$ cat config.mk
export PLATFORM = sky130hd
export DESIGN_NAME = spi_rx_sclk_core
export DESIGN_NICKNAME = d
export VERILOG_FILES = /design/src/rtl/spi_rx_pkg.sv /design/src/rtl/spi_rx_sclk_core_sclk_gen.sv /design/src/rtl/spi_rx_sclk_core.sv
export SDC_FILE = /design/constraint.sdc
export NUM_CORES = 1
export LEC_CHECK = 0
export ABC_AREA = 1
export ABC_CLOCK_PERIOD_IN_PS = 1400
export BUFFER_PORTS_ARGS = -buffer_cell sky130_fd_sc_hd__buf_2
export CAP_MARGIN = 25
export CORE_MARGIN = 2
export CORE_UTILIZATION = 35
export CTS_BUF_LIST = sky130_fd_sc_hd__clkbuf_4 sky130_fd_sc_hd__clkbuf_8
export DETAILED_ROUTE_END_ITERATION = 10
export PLACE_DENSITY = 0.53
export SLEW_MARGIN = 20
export SYNTH_ARGS = -nofsm -noshare
export SYNTH_HDL_FRONTEND = slang
export SYNTH_SLANG_ARGS = --single-unit
$ cat constraint.sdc
create_clock -name clk_ext -period 1.4 [get_ports clk_ext]
set_input_delay 0.14 -clock clk_ext [delete_from_list [all_inputs] [get_ports clk_ext]]
set_output_delay 0.14 -clock clk_ext [all_outputs]
set_load 0.01 [all_outputs]
$ cat src/rtl/spi_rx_pkg.sv
// -----------------------------------------------------------------------------
// spi_rx_pkg
// Shared defaults and width helpers for the soft SPI master receive core.
//   DATA_W_DEF  : default bits per received word
//   CLK_DIV_DEF : default clk_ext cycles per SCLK half-period
//   DIV_CNT_W   : divider counter width for the default CLK_DIV (min 1)
//   BIT_CNT_W   : bit counter width for the default DATA_W (min 1)
//   cnt_w()     : ceil(log2(n)) clamped to at least 1 bit, for per-instance use
// -----------------------------------------------------------------------------
package spi_rx_pkg;

    function automatic int cnt_w(input int n);
        return (n <= 2) ? 1 : $clog2(n);
    endfunction

    localparam int DATA_W_DEF  = 8;
    localparam int CLK_DIV_DEF = 2;
    localparam int DIV_CNT_W   = cnt_w(CLK_DIV_DEF);
    localparam int BIT_CNT_W   = cnt_w(DATA_W_DEF);

endpackage

$ cat src/rtl/spi_rx_sclk_core_sclk_gen.sv
// -----------------------------------------------------------------------------
// sclk_gen
// Divides clk_ext down to SCLK and classifies each SCLK toggle as a leading
// (leaving the CPOL level) or trailing (returning to CPOL) edge.
// Ports:
//   clk_ext   in  system clock, all state on rising edge
//   reset     in  synchronous active-high reset
//   sclk_trig in  1 = run SCLK, 0 = hold SCLK at CPOL
//   CPOL      in  SCLK idle level
//   SCLK      out registered SPI clock
//   lead_stb  out one-cycle strobe: this cycle's toggle makes SCLK != CPOL
//   trail_stb out one-cycle strobe: this cycle's toggle makes SCLK == CPOL
// -----------------------------------------------------------------------------
module sclk_gen
    import spi_rx_pkg::*;
#(
    parameter int CLK_DIV = CLK_DIV_DEF
) (
    input  logic clk_ext,
    input  logic reset,
    input  logic sclk_trig,
    input  logic CPOL,
    output logic SCLK,
    output logic lead_stb,
    output logic trail_stb
);

    localparam int DCW = cnt_w(CLK_DIV);

    logic [DCW-1:0] div_cnt;
    logic           div_wrap;
    logic           toggle;

    assign div_wrap = (div_cnt == DCW'(CLK_DIV - 1));
    assign toggle   = !reset && sclk_trig && div_wrap;

    // The new SCLK value after a toggle is ~SCLK; compare it against the
    // current CPOL so a CPOL change reclassifies edges immediately.
    assign lead_stb  = toggle && (SCLK == CPOL);
    assign trail_stb = toggle && (SCLK != CPOL);

    always_ff @(posedge clk_ext) begin
        if (reset) begin
            div_cnt <= '0;
            SCLK    <= CPOL;
        end else if (!sclk_trig) begin
            div_cnt <= '0;
            SCLK    <= CPOL;
        end else if (div_wrap) begin
            div_cnt <= '0;
            SCLK    <= ~SCLK;
        end else begin
            div_cnt <= div_cnt + 1'b1;
        end
    end

endmodule

$ cat src/rtl/spi_rx_sclk_core.sv
// -----------------------------------------------------------------------------
// spi_rx_sclk_core
// Soft SPI master receive core: generates SCLK and shifts MISO, MSB-first,
// into a receive register on each sample edge, publishing every completed
// word with a one-cycle valid strobe. Everything runs on clk_ext; SCLK is a
// registered output.
// Build option: define SPI_RX_CPHA_EN to add the CPHA input (CPHA=1 samples
// on the trailing edge). Without it sampling is fixed to the leading edge.
// Ports:
//   clk_ext   in  system clock
//   reset     in  synchronous active-high reset
//   sclk_trig in  1 = run SCLK, 0 = idle
//   CPOL      in  SCLK idle level
//   CPHA      in  (SPI_RX_CPHA_EN only) 1 = sample on trailing edge
//   shift     in  1 = capture MISO on sample edges, 0 = hold rx_buffer
//   MISO      in  serial data from slave
//   SCLK      out registered SPI clock
//   rx_buffer out live shift register, newest bit at [0]
//   rx_byte   out last completed word
//   rx_valid  out one-cycle pulse when rx_byte updates
// -----------------------------------------------------------------------------
module spi_rx_sclk_core
    import spi_rx_pkg::*;
#(
    parameter int DATA_W  = DATA_W_DEF,
    parameter int CLK_DIV = CLK_DIV_DEF
) (
    input  logic              clk_ext,
    input  logic              reset,
    input  logic              sclk_trig,
    input  logic              CPOL,
`ifdef SPI_RX_CPHA_EN
    input  logic              CPHA,
`endif
    input  logic              shift,
    input  logic              MISO,
    output logic              SCLK,
    output logic [DATA_W-1:0] rx_buffer,
    output logic [DATA_W-1:0] rx_byte,
    output logic              rx_valid
);

    localparam int BCW = cnt_w(DATA_W);

    logic              lead_stb;
    logic              trail_stb;
    logic              sample_stb;
    logic [BCW-1:0]    bit_cnt;
    logic [DATA_W-1:0] shifted;
    logic              word_done;

    sclk_gen #(
        .CLK_DIV (CLK_DIV)
    ) u_sclk_gen (
        .clk_ext   (clk_ext),
        .reset     (reset),
        .sclk_trig (sclk_trig),
        .CPOL      (CPOL),
        .SCLK      (SCLK),
        .lead_stb  (lead_stb),
        .trail_stb (trail_stb)
    );

`ifdef SPI_RX_CPHA_EN
    assign sample_stb = CPHA ? trail_stb : lead_stb;
`else
    logic unused_trail_stb;
    assign unused_trail_stb = trail_stb;
    assign sample_stb       = lead_stb;
`endif

    assign shifted   = {rx_buffer[DATA_W-2:0], MISO};
    assign word_done = (bit_cnt == BCW'(DATA_W - 1));

    // Sample stage: shift on the sample edge, publish the word on its last bit
    always_ff @(posedge clk_ext) begin
        if (reset) begin
            rx_buffer <= '0;
            rx_byte   <= '0;
            rx_valid  <= 1'b0;
            bit_cnt   <= '0;
        end else begin
            rx_valid <= 1'b0;
            if (!sclk_trig) begin
                // A dropped run discards the partial count but keeps the bits.
                bit_cnt <= '0;
            end else if (sample_stb && shift) begin
                rx_buffer <= shifted;
                if (word_done) begin
                    rx_byte  <= shifted;
                    rx_valid <= 1'b1;
                    bit_cnt  <= '0;
                end else begin
                    bit_cnt <= bit_cnt + 1'b1;
                end
            end
        end
    end

endmodule

==> run summary <==
Status = finished, final reports clean
Buf/Inv on CP = 1
Ant diodes = 0
Mux cell area share after synthesis = 0
Final hold vios = 0
Largest family of logic cells by synthesized area = simple AND/OR/NAND/NOR gates
GRT Residual Overflow = 0
TNS Setup = 0 ns
Worst slew pin tran = 0.227 ns
Final period utilization = 0.898
Syn nets = 124
Slowest cell on the critical path = dfxtp_1
Synth Area in Simple Gates = 0.338
Final max-slew violation count = 0
Synth top area share = 0.464
Vias in the first global route = 678
Cell family with most CP delay = adder cells
DRT Pass-1 Iters = 4
R2R cell count = 6
M1 WL = 873 um
Clock slew at reported path FFs = 0.12 ns
Die span in x = 54.9 um
CP endpoint kind = flip-flop
RSZ-0062 raised after global routing = no
Drt total wl = 1750 um
Commonest non-fill, non-tap cell in the layout = nand2_1
Clk_lat worst skew = 0.31 ns
Switching portion of total power = 0.202
IO Port Bufs = 23
Die Area = 3010 sq um
Initial core utilization = 0.369
Initial DRC count = 8
Setup Viol. Count Final = 0
CP max stage delay = 0.37 ns
Clock skew = 0.00159 ns
Pwr/cell area = 1080 nW/um^2
CTS Root Cell = clkbuf_4
Reg power frac = 0.541
Met2 WL = 765 um
Hold Crit Depth = 3
Slew headroom = 0.849
Yosys reg bits = 22
Mapped cell area = 906 sq um
Initial antenna violation count = 0
Met3 WL = 65 um
Levels on crit path = 6
VDD IR max = 0.572 mV
Dpl cells = 168
Post-synthesis xor/xnor area fraction = 0
DR WL/cell = 10.2 um
Pleak = 0.000593 uW
Num CTS Buffers = 3
CTS max path bufs = 2
Core box area = 2450 sq um
Nets@finish = 151
Critical setup path kind = flip-flop to flip-flop
Die Y-Extent = 54.9 um
Routability cong. = 0.708
Post-Synthesis Cells = 116
Highest metal used = met4
Post-DP HPWL = 1310 um
Largest net degree at the start of global routing = 17
Yosys warning count = 0
Arrival time at the worst endpoint = 1.52 ns
Setup repair bufs after CTS = 0
Crit path required time = 1.66 ns
Cells taking the most area after synthesis = dfxtp_1 (46%), nand2_1 (11%), nor2_1 (9.1%)
Mean area per synthesized cell = 7.81 sq um
Ports = 24
Startpoint types = flip-flop
Unique cell type count in the Yosys netlist = 18
Fin crit period = 1.26 ns
Layout cell share with drive strength beyond 1 = 0.261
Antenna viol nets, final = 0
Total track usage = 0.142
Post_cts resized = 0
Residual DRC count = 0
Synth Area in Adders = 0.0276
CTS tree = yes
Max Fanout on Critical Path = 9
H-tree depth = 1
Peak Freq = 795 MHz
Most frequent cells in the layout = nand2_1 (26), buf_2 (23), nor2_1 (22)
Synth area leader = dfxtp_1
Post-synthesis compound-gate area fraction = 0.0497
Comb pwr share = 0.057
Via count = 766
Sequential area share after synthesis = 0.497
Clk pwr share = 0.403
Fillcell total = 254
Number of max-cap violations = 0
Worst hold path class = input port to flip-flop
Hold buffers post-CTS = 0
Int Pwr = 952 uW
Vias per cell = 4.45
Area Growth Syn to Fin = 21.8%
Cell Chain, Critical Path = ha_1 -> ha_1 -> nand3_4 -> inv_2 -> nand2_1 -> nand2_1
Cell Count, Final, Fillers Out = 172
Rows = 18
First-pass GRT wire length = 2970 um
Switch Pwr = 240 uW
Clk sinks = 22
## synth_stat cells (all sizes together)
cell type / number
buf: 2
dfxtp: 21
edfxtp: 1
ha: 2
inv: 17
nand2: 29
nand3: 8
nand4: 3
nor2: 24
o21ai: 9
## layout make-up
type / instances / area [sq um] / area share
Clock buffer: 3 / 22.5 / 0.0204
Clock inverter: 1 / 30.0 / 0.0272
Inverter: 17 / 63.8 / 0.0578
Multi-Input combinational cell: 75 / 377 / 0.341
Sequential cell: 22 / 450 / 0.408
Tap cell: 30 / 37.5 / 0.0340
Timing Repair Buffer: 24 / 123 / 0.111
## through the flow
stage           util  setup slack (ns)  hold WS [ns]  area, sq um  power, uW
2_1_floorplan      -             0.246         0.251          906        703
3_3_place_gp   0.428             0.212         0.371         1050        726
3_5_place_dp   0.428             0.162         0.366         1050        728
4_1_cts        0.450             0.136        0.0318         1100       1210
5_1_grt        0.450            0.0173        0.0274         1100       1240
6_report       0.450             0.142        0.0490         1100       1190
## sequential cells by signal, summed over array words and instances (netlist names)
register            count
bit_cnt                 3
rx_buffer               8
rx_byte                 8
rx_valid                1
u_sclk_gen.SCLK         1
u_sclk_gen.div_cnt      1
## power by group through the flow
stage | registers, uW | clock network (uW) | logic [uW]
2_1_floorplan | 661 | 0 | 43.0
4_1_cts | 645 | 499 | 69.1
6_report | 644 | 480 | 67.9
5_1_grt | 647 | 519 | 76.7
3_5_place_dp | 659 | 0 | 69.0
3_3_place_gp | 658 | 0 | 67.7
## metal layers
layer  up-vias  track usage
met5         -            0
met4         0       0.0875
met3         5       0.0328
met2        13        0.212
met1       337        0.182
li1        411            -
## logic make-up (layout without fill, tap and decap cells)
kind of cell	Yosys count	after routing
flops	22	22
compound gates	9	9
simple gates	64	64
fa+ha+maj	2	2
buf+inv	19	45
## final timing paths
kind	startpoint	to	slack, ns
hold / removal	MISO	rx_byte[0]	0.05
setup reg to reg	bit_cnt[0]	rx_byte[1]	0.14
hold reg to reg	u_sclk_gen.div_cnt	u_sclk_gen.div_cnt	0.44
setup / recovery	bit_cnt[0]	rx_byte[1]	0.14
## worst register-to-register path, cell delays in order (launching register included)
cell and delay (ns):
dfxtp_1 0.37, ha_1 0.16, ha_1 0.27, nand3_4 0.16, inv_2 0.13, nand2_1 0.06, nand2_1 0.06
No activity file was read; power rests on OpenSTA's default activity.
